**config.mk**
```make
export PLATFORM = sky130hd
export DESIGN_NAME = red_pitaya_exp_seq
export DESIGN_NICKNAME = d
export VERILOG_FILES = /design/src/rtl/red_pitaya_exp_seq_pkg.sv /design/src/rtl/red_pitaya_exp_seq_mem.sv /design/src/rtl/red_pitaya_exp_seq.sv
export SDC_FILE = /design/constraint.sdc
export NUM_CORES = 1
export LEC_CHECK = 0
export ABC_AREA = 1
export CAP_MARGIN = 20
export CORE_MARGIN = 8
export CORE_UTILIZATION = 44
export DETAILED_ROUTE_END_ITERATION = 8
export HOLD_SLACK_MARGIN = 0.15
export MAX_ROUTING_LAYER = met4
export SLEW_MARGIN = 20
export SYNTH_ARGS = -nofsm -noshare
export SYNTH_HDL_FRONTEND = slang
export SYNTH_SLANG_ARGS = --single-unit
```
**constraint.sdc**
```tcl
create_clock -name clk_i -period 6.8 [get_ports clk_i]
set_input_delay 1.36 -clock clk_i [delete_from_list [all_inputs] [get_ports clk_i]]
set_output_delay 1.36 -clock clk_i [all_outputs]
set_load 0.01 [all_outputs]
```
**src/rtl/red_pitaya_exp_seq_pkg.sv**
```systemverilog
// Shared definitions for the expansion-connector pattern sequencer:
// FSM state encoding, bus register offsets (within sys_addr[19:0]) and
// the pattern-window address decoder.
package red_pitaya_exp_seq_pkg;

    typedef enum logic [1:0] {
        ST_IDLE = 2'd0,
        ST_ARM  = 2'd1,
        ST_RUN  = 2'd2
    } seq_state_e;

    localparam logic [19:0] ADDR_CTRL     = 20'h00000;
    localparam logic [19:0] ADDR_STATUS   = 20'h00004;
    localparam logic [19:0] ADDR_PERIOD   = 20'h00008;
    localparam logic [19:0] ADDR_LEN      = 20'h0000C;
    localparam logic [19:0] ADDR_LOOPS    = 20'h00010;
    localparam logic [19:0] ADDR_PAT_BASE = 20'h01000;

    // True when addr falls on a word of the 2^aw-entry pattern window.
    function automatic logic is_pat_addr(input logic [19:0] addr, input int unsigned aw);
        logic [19:0] mask;
        mask = ((20'd1 << aw) - 20'd1) << 2;
        return (addr & ~mask) == ADDR_PAT_BASE;
    endfunction

endpackage

```
**src/rtl/red_pitaya_exp_seq_mem.sv**
```systemverilog
// Pattern table: 2^AW x DW register file, not reset.
//   i_clk        clock
//   i_we         bus write enable
//   i_waddr      bus write index
//   i_wdata      bus write word {N, P}
//   i_bus_raddr  bus read index (async read -> o_bus_rdata)
//   i_seq_raddr  sequencer read index (async read -> o_seq_rdata)
module red_pitaya_exp_seq_mem #(
    parameter int unsigned DW = 16,
    parameter int unsigned AW = 4
) (
    input  logic          i_clk,
    input  logic          i_we,
    input  logic [AW-1:0] i_waddr,
    input  logic [DW-1:0] i_wdata,
    input  logic [AW-1:0] i_bus_raddr,
    output logic [DW-1:0] o_bus_rdata,
    input  logic [AW-1:0] i_seq_raddr,
    output logic [DW-1:0] o_seq_rdata
);

    logic [DW-1:0] r_mem [0:(1<<AW)-1];

    always_ff @(posedge i_clk) begin
        if (i_we) begin
            r_mem[i_waddr] <= i_wdata;
        end
    end

    assign o_bus_rdata = r_mem[i_bus_raddr];
    assign o_seq_rdata = r_mem[i_seq_raddr];

endmodule

```
**src/rtl/red_pitaya_exp_seq.sv**
```systemverilog
// Expansion-connector pattern sequencer. Plays the pattern table onto
// seq_p_dat_o / seq_n_dat_o with programmable dwell, length and repeat
// count, optionally armed on a trig_i rising edge.
//   clk_i, rst_i      clock, synchronous active-high reset
//   trig_i            external trigger (synchronous)
//   seq_p/n_dat_o     pattern outputs (registered, hold outside RUN)
//   seq_active_o      high in ARM or RUN
//   done_o            one-cycle pulse on normal completion
//   sys_*             system bus slave, ack one cycle after wen|ren
module red_pitaya_exp_seq
    import red_pitaya_exp_seq_pkg::*;
#(
    parameter int unsigned DWE = 8,
    parameter int unsigned AW  = 4
) (
    input  logic           clk_i,
    input  logic           rst_i,
    input  logic           trig_i,
    output logic [DWE-1:0] seq_p_dat_o,
    output logic [DWE-1:0] seq_n_dat_o,
    output logic           seq_active_o,
    output logic           done_o,
    input  logic [31:0]    sys_addr,
    input  logic [31:0]    sys_wdata,
    input  logic [3:0]     sys_sel,
    input  logic           sys_wen,
    input  logic           sys_ren,
    output logic [31:0]    sys_rdata,
    output logic           sys_err,
    output logic           sys_ack
);

    seq_state_e r_state, w_state_nx;

    logic [31:0]    r_period;
    logic [AW-1:0]  r_len;
    logic [15:0]    r_loops;
    logic           r_trig_en;
    logic           r_loop_inf;
    logic [31:0]    r_dwell;
    logic [AW-1:0]  r_step;
    logic [15:0]    r_pass;
    logic           r_trig_q;
    logic [DWE-1:0] r_p_dat;
    logic [DWE-1:0] r_n_dat;
    logic           r_done;
    logic           r_ack;
    logic [31:0]    r_rdata;

    logic [19:0]      w_addr;
    logic             w_wr_ctrl;
    logic             w_start;
    logic             w_stop;
    logic             w_cfg_we;
    logic             w_pat_sel;
    logic             w_pat_we;
    logic [AW-1:0]    w_pat_idx;
    logic [2*DWE-1:0] w_bus_word;
    logic [2*DWE-1:0] w_seq_word;
    logic             w_trig_rise;
    logic             w_dwell_end;
    logic             w_step_last;
    logic             w_pass_last;
    logic             w_active;
    logic             w_run;
    logic             w_launch;
    logic             w_complete;
    logic [31:0]      w_rd;
    logic             w_unused;

    assign w_addr      = sys_addr[19:0];
    assign w_wr_ctrl   = sys_wen && (w_addr == ADDR_CTRL);
    assign w_start     = w_wr_ctrl && sys_wdata[0];
    assign w_stop      = w_wr_ctrl && sys_wdata[1];
    assign w_cfg_we    = sys_wen && (r_state == ST_IDLE);
    assign w_pat_sel   = is_pat_addr(w_addr, AW);
    assign w_pat_we    = sys_wen && w_pat_sel;
    assign w_pat_idx   = w_addr[AW+1:2];
    assign w_trig_rise = trig_i && !r_trig_q;
    assign w_dwell_end = (r_dwell == r_period);
    assign w_step_last = (r_step == r_len);
    assign w_pass_last = !r_loop_inf && (r_pass == r_loops);
    assign w_unused    = ^{sys_sel, sys_addr[31:20]};

    red_pitaya_exp_seq_mem #(
        .DW (2*DWE),
        .AW (AW)
    ) u_mem (
        .i_clk       (clk_i),
        .i_we        (w_pat_we),
        .i_waddr     (w_pat_idx),
        .i_wdata     ({sys_wdata[DWE+15:16], sys_wdata[DWE-1:0]}),
        .i_bus_raddr (w_pat_idx),
        .o_bus_rdata (w_bus_word),
        .i_seq_raddr (r_step),
        .o_seq_rdata (w_seq_word)
    );

    // FSM: state register
    always_ff @(posedge clk_i) begin
        if (rst_i) begin
            r_state <= ST_IDLE;
        end else begin
            r_state <= w_state_nx;
        end
    end

    // FSM: next state. The start decision uses the trig_en bit carried in
    // the same CTRL write, since that write also loads the register.
    always_comb begin
        w_state_nx = r_state;
        unique case (r_state)
            ST_IDLE: if (w_start) w_state_nx = sys_wdata[2] ? ST_ARM : ST_RUN;
            ST_ARM:  if (w_trig_rise) w_state_nx = ST_RUN;
            ST_RUN:  if (w_dwell_end && w_step_last && w_pass_last) w_state_nx = ST_IDLE;
            default: w_state_nx = ST_IDLE;
        endcase
        if (w_stop) begin
            w_state_nx = ST_IDLE;
        end
    end

    // FSM: outputs
    always_comb begin
        w_active   = (r_state == ST_ARM) || (r_state == ST_RUN);
        w_run      = (r_state == ST_RUN);
        w_launch   = (r_state == ST_IDLE) && w_start && !w_stop;
        w_complete = w_run && w_dwell_end && w_step_last && w_pass_last && !w_stop;
    end

    // Dwell / step / pass counters; frozen on stop so STATUS shows where it halted.
    always_ff @(posedge clk_i) begin
        if (rst_i || w_launch) begin
            r_dwell <= '0;
            r_step  <= '0;
            r_pass  <= '0;
        end else if (w_run && !w_stop) begin
            if (w_dwell_end) begin
                r_dwell <= '0;
                if (w_step_last) begin
                    r_step <= '0;
                    if (!w_pass_last) begin
                        r_pass <= r_pass + 16'd1;
                    end
                end else begin
                    r_step <= r_step + AW'(1);
                end
            end else begin
                r_dwell <= r_dwell + 32'd1;
            end
        end
    end

    // Configuration registers, writable only while IDLE.
    always_ff @(posedge clk_i) begin
        if (rst_i) begin
            r_period   <= '0;
            r_len      <= '0;
            r_loops    <= '0;
            r_trig_en  <= 1'b0;
            r_loop_inf <= 1'b0;
        end else if (w_cfg_we) begin
            if (w_addr == ADDR_CTRL) begin
                r_trig_en  <= sys_wdata[2];
                r_loop_inf <= sys_wdata[3];
            end
            if (w_addr == ADDR_PERIOD) r_period <= sys_wdata;
            if (w_addr == ADDR_LEN)    r_len    <= sys_wdata[AW-1:0];
            if (w_addr == ADDR_LOOPS)  r_loops  <= sys_wdata[15:0];
        end
    end

    // Pattern outputs, done pulse, trigger history.
    always_ff @(posedge clk_i) begin
        if (rst_i) begin
            r_p_dat  <= '0;
            r_n_dat  <= '0;
            r_done   <= 1'b0;
            r_trig_q <= 1'b0;
        end else begin
            if (w_run) begin
                r_p_dat <= w_seq_word[DWE-1:0];
                r_n_dat <= w_seq_word[2*DWE-1:DWE];
            end
            r_done   <= w_complete;
            r_trig_q <= trig_i;
        end
    end

    // Bus read decode
    always_comb begin
        w_rd = '0;
        if (w_addr == ADDR_CTRL) begin
            w_rd[2] = r_trig_en;
            w_rd[3] = r_loop_inf;
        end else if (w_addr == ADDR_STATUS) begin
            w_rd[1:0]    = r_state;
            w_rd[AW+7:8] = r_step;
            w_rd[31:16]  = r_pass;
        end else if (w_addr == ADDR_PERIOD) begin
            w_rd = r_period;
        end else if (w_addr == ADDR_LEN) begin
            w_rd[AW-1:0] = r_len;
        end else if (w_addr == ADDR_LOOPS) begin
            w_rd[15:0] = r_loops;
        end else if (w_pat_sel) begin
            w_rd[DWE-1:0]   = w_bus_word[DWE-1:0];
            w_rd[DWE+15:16] = w_bus_word[2*DWE-1:DWE];
        end
    end

    always_ff @(posedge clk_i) begin
        if (rst_i) begin
            r_ack   <= 1'b0;
            r_rdata <= '0;
        end else begin
            r_ack   <= sys_wen || sys_ren;
            r_rdata <= sys_ren ? w_rd : '0;
        end
    end

    assign seq_p_dat_o  = r_p_dat;
    assign seq_n_dat_o  = r_n_dat;
    assign seq_active_o = w_active;
    assign done_o       = r_done;
    assign sys_rdata    = r_rdata;
    assign sys_ack      = r_ack;
    assign sys_err      = 1'b0;

endmodule

```
# ---- After elaboration in Yosys (flattened, before gate mapping)
# Memory sizes are Yosys's and may differ from the RTL's. A register that Yosys moved wholly into a read port is not among the register bits.
# Cells that the tools add are included.
# Widths: inputs -> output; s select.
dict set report op_classes {
  n_addsub 3
  bitwise_logic 2
  n_shift 0
  muxes 23
  div_mod_pow 0
  multipliers 0
  n_reduce_logical 35
  order_cmp 0
  n_eq_ne 13
}
# cell n
set op_table {}
lappend op_table {{$mux 8} 6}
lappend op_table {{$eq 20x4->1 const B} 2}
lappend op_table {{$add 32x1->32 const B} 1}
lappend op_table {{$eq 32x32->1} 1}
lappend op_table {{$mux 32} 1}
lappend op_table {{$mux 24} 1}
lappend op_table {{$eq 20x3->1 const B} 1}
lappend op_table {{$eq 20x5->1 const B} 1}
lappend op_table {{$logic_not 20->1} 1}
lappend op_table {{$mux 20} 1}
lappend op_table {{$add 16x1->16 const B} 1}
lappend op_table {{$eq 16x16->1} 1}
lappend op_table {{$eq 16x9->1 const B} 1}
lappend op_table {{$logic_and 1x1->1} 16}
lappend op_table {{$mux 16} 1}
lappend op_table {{$mux 2} 7}
lappend op_table {{$mux 4} 3}
lappend op_table {{$reduce_and 2->1} 5}
lappend op_table {{$pmux 2 s3} 1}
lappend op_table {{$add 4x1->4 const B} 1}
lappend op_table {{$eq 4x4->1} 1}
lappend op_table {{$ne 2x2->1 const B} 2}
lappend op_table {{$reduce_and 4->1} 1}
lappend op_table {{$reduce_or 2->1} 2}
lappend op_table {{11 further kinds} 17}
dict set report word_totals {
  regBits 143
  ramBits 256
  mem_bits_ro 0
  input_bits 73
  n_memories 1
  word_cells 92
  latchBits 0
}
# name depth width read_ports rd_clocked_by_memory_dff wr line
set memory_table {}
lappend memory_table {u_mem.r_mem 16 16 2 1 1 red_pitaya_exp_seq_mem.sv:22} ;# logic [DW-1:0] r_mem [0:(1<<AW)-1];

# ---- Depth between registers and ports, before layout
# Gate-level depths: netlist of the first run.
dict set report logic_depth {
  ltp_word 7
  depth_mapped 15
  mapped_depth_nobuf 14
}

# ---- Modules after synthesis
# Synthesis of the first run repeated with hierarchy kept, for this count alone.
dict set report hier_totals {
  cells_unflattened 2829
  hier_area_um2 21840.9
}
# mod seq_area_each_um2 area_per_inst_um2 n_inst cells_per_inst
set modules_own_cells {}
lappend modules_own_cells {red_pitaya_exp_seq_mem 7687.4 13721.9 1 1641}
lappend modules_own_cells {red_pitaya_exp_seq 3183.1 8119.0 1 1188}

# ---- Worst setup path after synthesis of the first run
# Ideal clock, no wire load.
dict set report synth_timing {
  kind {input port to flip-flop}
  startpoint {input port sys_addr[1]}
  endpoint {memory u_mem.r_mem[10][0] (enable)}
  setup_slack_ns 3.264
  path_stages 9
  arrival_ns 3.147
  t_required_ns 6.412
  cell_sequence {nor2_2 -> nand2_1 -> nor2_2 -> inv_1 -> nor3_2 -> inv_1 -> nor2_1 -> nand2_1 -> nor2_1}
}
dict set report synth_between {
  elab_chain_len 4
}
# element line
set synth_rtl {}
lappend synth_rtl {{start: declaration} red_pitaya_exp_seq.sv:23} ;# input logic [31:0] sys_addr,
lappend synth_rtl {{$eq 16x9->1} red_pitaya_exp_seq_pkg.sv:23} ;# return (addr & ~mask) == ADDR_PAT_BASE;
lappend synth_rtl {{$logic_and 1x1->1} red_pitaya_exp_seq.sv:77} ;# assign w_pat_we = sys_wen && w_pat_sel;
lappend synth_rtl {{$mux 1} red_pitaya_exp_seq_mem.sv:25} ;# if (i_we) begin
lappend synth_rtl {{$mux 1 (not written as such)} red_pitaya_exp_seq_mem.sv:26} ;# r_mem[i_waddr] <= i_wdata;
lappend synth_rtl {{end: declaration} red_pitaya_exp_seq_mem.sv:22}
# No other way between the ends.

# ---- Worst setup path after layout of the first run
dict set report layout_timing {
  startpoint {input port sys_addr[7]}
  endpoint {memory u_mem.r_mem[10][14] (enable)}
}
# The elaborated chain is that of the path after synthesis.

==> results of run 1 <==
==> power by group <==
| part | total (mW) | switching, mW | internal, mW |
|---|---|---|---|
| Combinational | 0.417 | 0.287 | 0.130 |
| Clock | 2.36 | 1.04 | 1.32 |
| Sequential | 2.70 | 0.0187 | 2.68 |
| Total | 5.48 | 1.35 | 4.13 |
==> registers in the layout (all words and copies together), names as in the netlist, 4 cells and up <==
register     flops
r_period        32
seq_n_dat_o      8
r_loops         16
sys_rdata       32
r_len            4
r_step           4
r_dwell         32
seq_p_dat_o      8
r_pass          16
u_mem.r_mem    256
==> layout make-up <==
class / instances / area (um2)
inverter: 185 / 696
sequential: 415 / 10900
timing repair buffer: 152 / 1430
multi-input combinational: 1516 / 7940
tap: 600 / 751
clock buffer: 60 / 1200
clock inverter: 20 / 184
fill: 4197 / 22000
==> worst min-delay path, delay by kind of cell, from the launching register on <==
kind | cells | cell delay (ns)
buf+inv | 1 | 0.05
flops | 1 | 0.32
compound gates | 1 | 0.08
==> cells in the final DEF (no fill, tap or decap), types with 5 or more instances in the layout <==
cell type / instances
nor2_1: 248
nand2_1: 367
nand4_1: 28
a21oi_1: 155
o221ai_1: 34
clkinv_2: 12
edfxtp_1: 256
dfxtp_1: 157
a211oi_1: 5
o21ai_0: 215
o211ai_1: 18
clkdlybuf4s50_1: 107
a22oi_1: 131
clkbuf_1: 13
xor2_1: 32
nor2_4: 7
clkbuf_16: 45
buf_4: 43
inv_1: 173
nand2_2: 11
o31ai_1: 7
ha_1: 5
a21oi_2: 10
inv_2: 9
nor4_1: 6
xnor2_1: 6
nor2_2: 23
o22ai_1: 31
clkinv_1: 6
or2_2: 14
nand3_1: 82
nor3_1: 51
==> synth_stat cells (all sizes together) (2+ instances only) <==
library cell / number / area (um2)
nand3b: 2 / 15.0
a22oi: 131 / 983
nand2: 382 / 1500
o221ai: 34 / 298
o31ai: 7 / 52.6
xor2: 32 / 280
a32o: 3 / 30.0
clkinv: 2 / 7.51
o22ai: 31 / 194
nor3: 54 / 285
buf: 45 / 256
nor3b: 2 / 15.0
o211ai: 18 / 135
nor2: 280 / 1140
ha: 6 / 75.1
xnor2: 6 / 52.6
a211oi: 5 / 37.5
nor4: 7 / 50.1
or2: 14 / 87.6
o21ai: 218 / 1110
a21oi: 165 / 863
inv: 183 / 687
dfxtp: 159 / 3180
clkbuf: 84 / 315
nand4: 29 / 196
a22o: 2 / 17.5
nand3: 84 / 430
edfxtp: 256 / 7690
==> per-layer routing <==
| layer | share of wire, % | vias up |
|---|---|---|
| li1 | - | 8008 |
| met1 | 40 | 8324 |
| met2 | 47 | 826 |
| met3 | 7.3 | 194 |
| met4 | 5.5 | 0 |
| met5 | 0 | - |
==> through the flow <==
stage               utilization (%)  cell area (um2)  cells  power [mW]
finish                         51.2            23100   2948        5.48
global route                   51.2            23100   2948        5.64
CTS                            51.2            23100   2948        5.50
detailed placement             48.1            21700   2868        3.16
global placement               48.1            21700   2868        3.16
floorplan                         -            20000   2245        2.97
==> worst paths after layout <==
| path | from | to | cells after the start |
|---|---|---|---|
| setup / recovery | sys_addr[7] | u_mem.r_mem[10][14] | 12 |
| hold / removal | seq_p_dat_o[5] | seq_p_dat_o[5] | 2 |
| setup reg to reg | r_step[0] | seq_n_dat_o[0] | 10 |
| hold reg to reg | seq_p_dat_o[5] | seq_p_dat_o[5] | 2 |
==> cell families (layout without fill, tap and decap cells) <==
family                   Yosys count  after routing  synth area share, %
other                              1              1               0.0187
XOR/XNOR                          38             38                 1.66
adder cells (fa/ha/maj)            6              6                0.375
flip-flops                       415            415                 54.4
buffers and inverters            314            417                 6.33
AND/OR/NAND/NOR                  856            856                 18.6
AO/OA/AOI/OAI                    615            615                 18.6
==> run_results.csv, run 1 <==
group,metric,value,unit
synthesis,synth-seq-cells,415,
cells_and_area,syn2layout_area_growth,15.4,%
global_routing,grt.total_usage,26.0,%
cts,cts_tree,"built",
worst_setup_path,cp_common_cell,"nor2_2",
worst_setup_path,worstPathCellList,"clkdlybuf4s50_1 -> nor2_2 -> nand2_1 -> nor2_2 -> inv_1 -> nor3_2 -> buf_4 -> inv_1 -> nor2_1 -> nand2_1 -> nor2_2 -> buf_4",
global_routing,antenna_found_initial,0,
synthesis,yosysSeqAreaShare,54.4,%
detailed_routing,drt_iter0_drc,1969,
global_routing,gr-max-usage-layer,"met2",
floorplan,initial_core_util,44.4,%
worst_setup_path,crit_type,"primary input to flop",
cts,cts_setup_buffers,0,
worst_setup_path,cp_top_family,"simple AND/OR/NAND/NOR gates",
flow_run,cap_violations,0,
worst_setup_path,end_kind,"flop",
worst_setup_path,crit_buf_inv,5,
synthesis,synth_edf_count,256,
cts,ctsHoldBuffers,0,
global_routing,met1_usage,31.1,%
sta,setup_violations,0,
global_routing,use_met3,4.51,%
synthesis,syn_area,20000,um2
sta,finalHoldViolCount,0,
detailed_routing,via_per_inst,5.89,
cells_and_area,diodes,0,
cts,cts_max_path_buffers,3,
cts,htree_levels,2,
sta,period_needed,4.25,ns
sta,fin_hold_ws,0.480,ns
worst_setup_path,startpoint_type,"primary input",
cts,numCtsBuffers,45,
worst_setup_path,path_max_fanout,15,
sta,fin_ws,2.55,ns
power_and_ir_drop,ir_worst_vdd,0.203,mV
power_and_ir_drop,power.density,237,nW/um2
synthesis,synth.net_count,2324,
placed_design,hpwl,43700,um
sta,finalSetupTns,0,ns
sta,min_period_over_period,62.6,%
worst_setup_path,rrSetupSlack,3.03,ns
power_and_ir_drop,p_leak,8.26,nW
detailed_routing,drc,0,
worst_hold_path,hp-class,"flop to flop",
floorplan,die_w,229,um
detailed_routing,totalWireLength,68800,um
floorplan,boundaryPins,125,
global_routing,grt_max_degree,71,
worst_setup_path,cp_data_arrival_time,4.55,ns
synthesis,avgSynthCellArea,8.91,um2
cts,cts_num_sinks,415,
sta,finClkSkew,0.0276,ns
floorplan,fp.dieH,229,um
worst_setup_path,critPathRequiredTime,7.10,ns
placed_design,portBuffers,107,
synthesis,ys.flop_type,"edfxtp_1",
worst_setup_path,slowest_stage,"nor2_2",
synthesis,postSynthCellCount,2245,
sta,rsz0062_at_grt,"no",
floorplan,rows,78,
detailed_routing,ant_nets,0,
global_routing,grtUsageMet2,41.8,%
cts,clk_pin_slew,0.06,ns
worst_setup_path,max_stage_delay,0.64,ns
placed_design,pre_cts_ws,1.96,ns
sta,slew_viol_final,0,
cts,cts_resized,0,
global_routing,grt_pass1_vias,17100,
detailed_routing,firstDrtPassIters,6,
floorplan,dieArea,52500,um2
cts,clock-root-buffer,"clkbuf_16",
cells_and_area,nNetsFinal,2394,
placed_design,finalWeightedCongestion,0.928,
sta,worst_slew_pin_slew,0.962,ns
global_routing,grt_pass1_wl,103000,um
detailed_routing,wl_per_cell,23.4,um
cells_and_area,drive_above_1_share,8.56,%
sta,fmax,235,MHz
synthesis,ys_warn_count,0,
detailed_routing,vias,17400,
status,status,"completed",
cts,clk_latency,0.60,ns
synthesis,async_flop_share,0,%
floorplan,fp.coreArea,45100,um2
sta,slew_headroom,35.9,%
synthesis,synth.distinct_cells,51,
global_routing,grt.overflow.total,0,
Power figures use the tool's default switching activity.
==> run 2: changes to the inputs <==
Clock period 6.8 ns to 4.1 ns, I/O delays scaled along.
==> run 2 against run 1 <==
  * Routed wire length is 0.88% higher
  * Critical path depth down 3
  * Setup slack got worse by 1.6 ns
  * First-iteration DRC count increased by 11%
  * Clock power up 94%
  * Sequential power up 66%
  * Total power grew 78%
  * Non-clock buffer count increased by 28
  * Utilization is 1.2 points higher
  * Cell area grew 2.4%
  * Critical path type unchanged
  * Highest routed layer unchanged
==> run_results.csv, run 2 (same netlist as run 1, synthesis figures left out) <==
group,metric,value,unit
power_and_ir_drop,p_int,7.45,mW
sta,min_period_over_period,75.9,%
cts,cts_num_sinks,415,
placed_design,finalWeightedCongestion,0.928,
power_and_ir_drop,ir_worst_vdd,0.344,mV
worst_hold_path,holdPathStages,2,
cts,numCtsBuffers,46,
cts,cts_setup_buffers,0,
worst_setup_path,critPathRequiredTime,4.54,ns
cells_and_area,drive_above_1_share,9.99,%
power_and_ir_drop,clkPwrFrac,46.9,%
floorplan,fp.coreArea,45100,um2
cts,clk_pin_slew,0.06,ns
detailed_routing,drt_iter0_drc,2193,
sta,finalSetupTns,0,ns
cts,clk_latency,0.61,ns
placed_design,portBuffers,107,
worst_setup_path,end_kind,"flop",
sta,period_needed,3.11,ns
sta,slew_headroom,26.9,%
cts,cts_resized,0,
cts,ctsHoldBuffers,0,
cells_and_area,nNetsFinal,2423,
cells_and_area,final_common_cell,"nand2_1",
cts,cts_max_path_buffers,3,
flow_run,cap_violations,0,
worst_hold_path,hp-class,"flop to flop",
floorplan,fp.dieH,229,um
status,status,"completed",
detailed_routing,via_per_inst,5.93,
power_and_ir_drop,comb_power_share,7.4,%
floorplan,dieArea,52500,um2
detailed_routing,ant_nets,0,
worst_setup_path,cp_data_arrival_time,3.55,ns
worst_setup_path,crit_type,"primary input to flop",
cts,clock-root-buffer,"clkbuf_16",
cells_and_area,final_cell_mix,"nand2_1 (367), edfxtp_1 (256), nor2_1 (248), o21ai_0 (215), inv_1 (173)",
sta,finalHoldViolCount,0,
worst_setup_path,path_max_fanout,37,
worst_setup_path,r2r_cells,10,
cts,htree_levels,2,
floorplan,die_w,229,um
sta,slew_viol_final,0,
power_and_ir_drop,power.density,414,nW/um2
detailed_routing,vias,17700,
global_routing,grt.overflow.total,0,
worst_setup_path,startpoint_type,"primary input",
global_routing,grt_max_degree,101,
placed_design,hpwl,45900,um
sta,worst_slew_pin_slew,1.10,ns
detailed_routing,totalWireLength,69500,um
power_and_ir_drop,p_leak,8.55,nW
sta,finClkSkew,0.0260,ns
detailed_routing,firstDrtPassIters,7,
power_and_ir_drop,p_sw,2.32,mW
detailed_routing,drc,0,
power_and_ir_drop,sequentialPowerShare,45.7,%
floorplan,rows,78,
sta,rsz0062_at_grt,"no",
cells_and_area,diodes,0,
power_and_ir_drop,swShare,23.8,%
cts,cts_tree,"built",
detailed_routing,wl_per_cell,23.3,um
global_routing,antenna_found_initial,0,
global_routing,grt_pass1_vias,17000,
global_routing,grt.total_usage,26.1,%
power_and_ir_drop,finalPower,9.78,mW
cells_and_area,syn2layout_area_growth,18.2,%
sta,fmax,321,MHz
global_routing,grt_pass1_wl,104000,um
floorplan,initial_core_util,44.4,%
cells_and_area,n_fill_cell,4204,
cells_and_area,largest_reg_flops,256,
cells_and_area,top_register,"u_mem.r_mem",
sta,setup_violations,0,
floorplan,boundaryPins,125,
## run 2: changes by cell type in the layout (fill, tap and decap cells not counted), moves of 2 or more
| cell | delta |
|---|---|
| buf_4 | +24 |
| bufinv_16 | +8 |
| clkbuf_1 | -6 |
| buf_12 | +4 |
| clkinv_1 | +3 |
| clkbuf_16 | +2 |
| clkinv_2 | -2 |
## run 2: cell type report
type	count	area, um2	share of cell area (%)
Clock buffer	56	1230	5.20
Inverter	185	696	2.94
Multi-Input combinational cell	1516	7940	33.6
Timing Repair Buffer	180	1690	7.17
Sequential cell	415	10900	46.0
Clock inverter	30	445	1.88
Tap cell	600	751	3.18
## run 2: path summary, 6_finish.rpt
path / startpoint / end / slack, ns
max reg2reg: r_step[0] / seq_p_dat_o[5] / 1.08
min: r_trig_en / sys_rdata[2] / 0.47
min reg2reg: r_trig_en / sys_rdata[2] / 0.47
max: sys_addr[3] / sys_rdata[19] / 0.99
## run 2: metrics by stage
step	util (%)	instance area [um2]	instances	worst slack [ns]	hold slack, ns
after floorplan	-	20000	2245	1.10	0.440
after global placement	48.7	22000	2896	0.533	0.464
after detailed placement	48.7	22000	2896	0.510	0.462
after CTS	52.4	23600	2982	1.11	0.474
after global routing	52.4	23600	2982	0.907	0.496
final	52.4	23600	2982	0.989	0.470
## run 2: critical path, cell delays in order
cell and delay (ns):
clkdlybuf4s50_1 0.54, inv_1 0.11, nand2_1 0.24, inv_2 0.43, buf_12 0.32, a22oi_1 0.17
a21oi_1 0.13, o31ai_1 0.56, a21oi_1 0.20
## run 2: power by group through the flow
stage / sequential, mW / combinational [mW] / clock, mW
floorplan: 4.55 / 0.374 / 0
global placement: 4.56 / 0.701 / 0
detailed placement: 4.56 / 0.709 / 0
CTS: 4.47 / 0.713 / 4.64
global route: 4.47 / 0.768 / 4.79
finish: 4.47 / 0.722 / 4.59
## run 2: metal layers
metal / wire, um / GRT usage, % / up-vias
met1: 28200 / 32.4 / 8607
met2: 33900 / 43.3 / 854
li1: - / - / 8073
met4: 2450 / 9.40 / 0
met5: 0 / - / -
met3: 4910 / 3.91 / 151
==> run 3: changes to the inputs <==
Clock period 4.1 ns to 3.23 ns, I/O delays scaled along.
==> run 3 against run 2 <==
  * Non-clock buffer count up 38
  * Critical endpoint is now u_mem.r_mem[9][0]
  * Critical path depth grew 3
  * Clock skew increased by 0.011 ns
  * Largest cell class unchanged
==> run_results.csv, run 3 (same netlist as run 1, synthesis figures left out) <==
group,metric,value,unit
sta,finalHoldViolCount,0,
detailed_routing,drt_iter0_drc,1905,
worst_setup_path,worstPathCellList,"clkdlybuf4s50_1 -> nor2_2 -> nand2_1 -> nor2_2 -> inv_1 -> nor3_2 -> inv_1 -> nor2_1 -> buf_4 -> nand2_1 -> nor2_2 -> buf_4",
worst_setup_path,slowest_stage,"clkdlybuf4s50_1",
cts,cts_num_sinks,415,
cts,cts_setup_buffers,0,
cts,cts_max_path_buffers,3,
sta,worst_slew_pin_slew,0.834,ns
sta,finClkSkew,0.0370,ns
worst_setup_path,r2r_end,"r_step[1]",
cells_and_area,largest_reg_flops,256,
cells_and_area,nNetsFinal,2461,
floorplan,fp.dieH,229,um
cts,clk_pin_slew,0.06,ns
cells_and_area,syn2layout_area_growth,19.2,%
detailed_routing,wl_per_cell,23.0,um
worst_setup_path,path_max_fanout,6,
global_routing,grt_max_degree,75,
worst_hold_path,holdPathStages,2,
status,status,"completed",
sta,period_needed,2.55,ns
sta,fin_hold_ws,0.479,ns
sta,setup_violations,0,
cells_and_area,final_cell_mix,"nand2_1 (367), edfxtp_1 (256), nor2_1 (248), o21ai_0 (215), inv_1 (173)",
worst_setup_path,rrSetupSlack,0.81,ns
placed_design,finalWeightedCongestion,0.945,
worst_setup_path,end_kind,"flop",
worst_setup_path,crit_start,"sys_addr[1]",
power_and_ir_drop,finalPower,11.7,mW
floorplan,initial_core_util,44.4,%
global_routing,grt.total_usage,26.3,%
worst_hold_path,hp-class,"flop to flop",
floorplan,die_w,229,um
detailed_routing,totalWireLength,69300,um
worst_setup_path,critPathRequiredTime,3.53,ns
floorplan,fp.coreArea,45100,um2
detailed_routing,ant_nets,0,
sta,fmax,392,MHz
sta,rsz0062_at_grt,"no",
worst_setup_path,crit_end,"u_mem.r_mem[9][0]",
power_and_ir_drop,p_leak,8.67,nW
detailed_routing,drc,0,
cells_and_area,stdcell_area,23800,um2
placed_design,pre_cts_ws,0.0461,ns
cells_and_area,final_common_cell,"nand2_1",
floorplan,boundaryPins,125,
placed_design,dp_cells,2934,
cts,clk_latency,0.60,ns
cells_and_area,fin_util,52.9,%
global_routing,grt_pass1_vias,17200,
sta,slew_viol_final,0,
sta,min_period_over_period,79.0,%
sta,finalSetupTns,0,ns
sta,slew_headroom,44.4,%
floorplan,dieArea,52500,um2
cts,numCtsBuffers,46,
worst_setup_path,cp_data_arrival_time,2.85,ns
cells_and_area,drive_above_1_share,11.1,%
worst_setup_path,crit_type,"primary input to flop",
detailed_routing,vias,17500,
detailed_routing,firstDrtPassIters,7,
flow_run,cap_violations,0,
worst_setup_path,max_stage_delay,0.41,ns
placed_design,portBuffers,107,
detailed_routing,via_per_inst,5.81,
cts,clock-root-buffer,"clkbuf_16",
global_routing,grt.overflow.total,0,
floorplan,rows,78,
worst_setup_path,r2r_cells,12,
placed_design,place_area,22400,um2
worst_setup_path,cp_common_cell,"nor2_2",
power_and_ir_drop,power.density,489,nW/um2
cts,htree_levels,2,
global_routing,antenna_found_initial,1,
worst_setup_path,r2r_start,"r_period[29]",
cts,cts_tree,"built",
cts,cts_resized,0,
placed_design,hpwl,46400,um
cts,ctsHoldBuffers,0,
sta,fin_ws,0.679,ns
power_and_ir_drop,ir_worst_vdd,0.459,mV
cells_and_area,instances_no_fill,3019,
cells_and_area,top_register,"u_mem.r_mem",
global_routing,grt_pass1_wl,105000,um
worst_setup_path,startpoint_type,"primary input",
run 3: cell types whose count changed in the layout (fill, tap and decap cells not counted), moves of 2 or more:
cell,previous run,this run
clkbuf_1,7,16
bufinv_16,10,0
clkinv_2,10,8
clkbuf_8,2,7
buf_12,6,18
buf_4,67,93
clkinv_1,9,5
run 3: worst min path at each step:
stage,from,end,slack (ns)
floorplan,r_trig_en,sys_rdata[2],0.44
global placement,seq_p_dat_o[5],seq_p_dat_o[5],0.46
detailed placement,seq_n_dat_o[0],seq_n_dat_o[0],0.46
CTS,seq_n_dat_o[0],seq_n_dat_o[0],0.48
global route,seq_p_dat_o[1],seq_p_dat_o[1],0.51
finish,seq_n_dat_o[0],seq_n_dat_o[0],0.48
run 3: where the power goes:
part	switching [mW]	internal (mW)	total, mW
clock	2.16	2.86	5.02
sequential	0.0176	5.64	5.66
combinational	0.647	0.327	0.974
total	2.83	8.83	11.7
run 3: final cells by class:
| class | instances | area [um2] |
|---|---|---|
| Antenna cell | 1 | 2.50 |
| Clock buffer | 70 | 1330 |
| Clock inverter | 14 | 111 |
| Fill cell | 4219 | 21300 |
| Inverter | 185 | 696 |
| Multi-Input combinational cell | 1516 | 7940 |
| Sequential cell | 415 | 10900 |
| Tap cell | 600 | 751 |
| Timing Repair Buffer | 218 | 2130 |
run 3: worst max-delay path: cells and delay by family:
kind,cells,cell delay [ns]
AND/OR/NAND/NOR,7,1.15
buffers and inverters,5,1.04
run 3: metal layers:
| layer | share of wire (%) | global-route usage, % | up-vias |
|---|---|---|---|
| met5 | 0 | - | - |
| met4 | 4.4 | 11.7 | 0 |
| met3 | 7.5 | 3.56 | 168 |
| met2 | 48 | 43.4 | 868 |
| met1 | 40 | 32.0 | 8361 |
| li1 | - | - | 8144 |
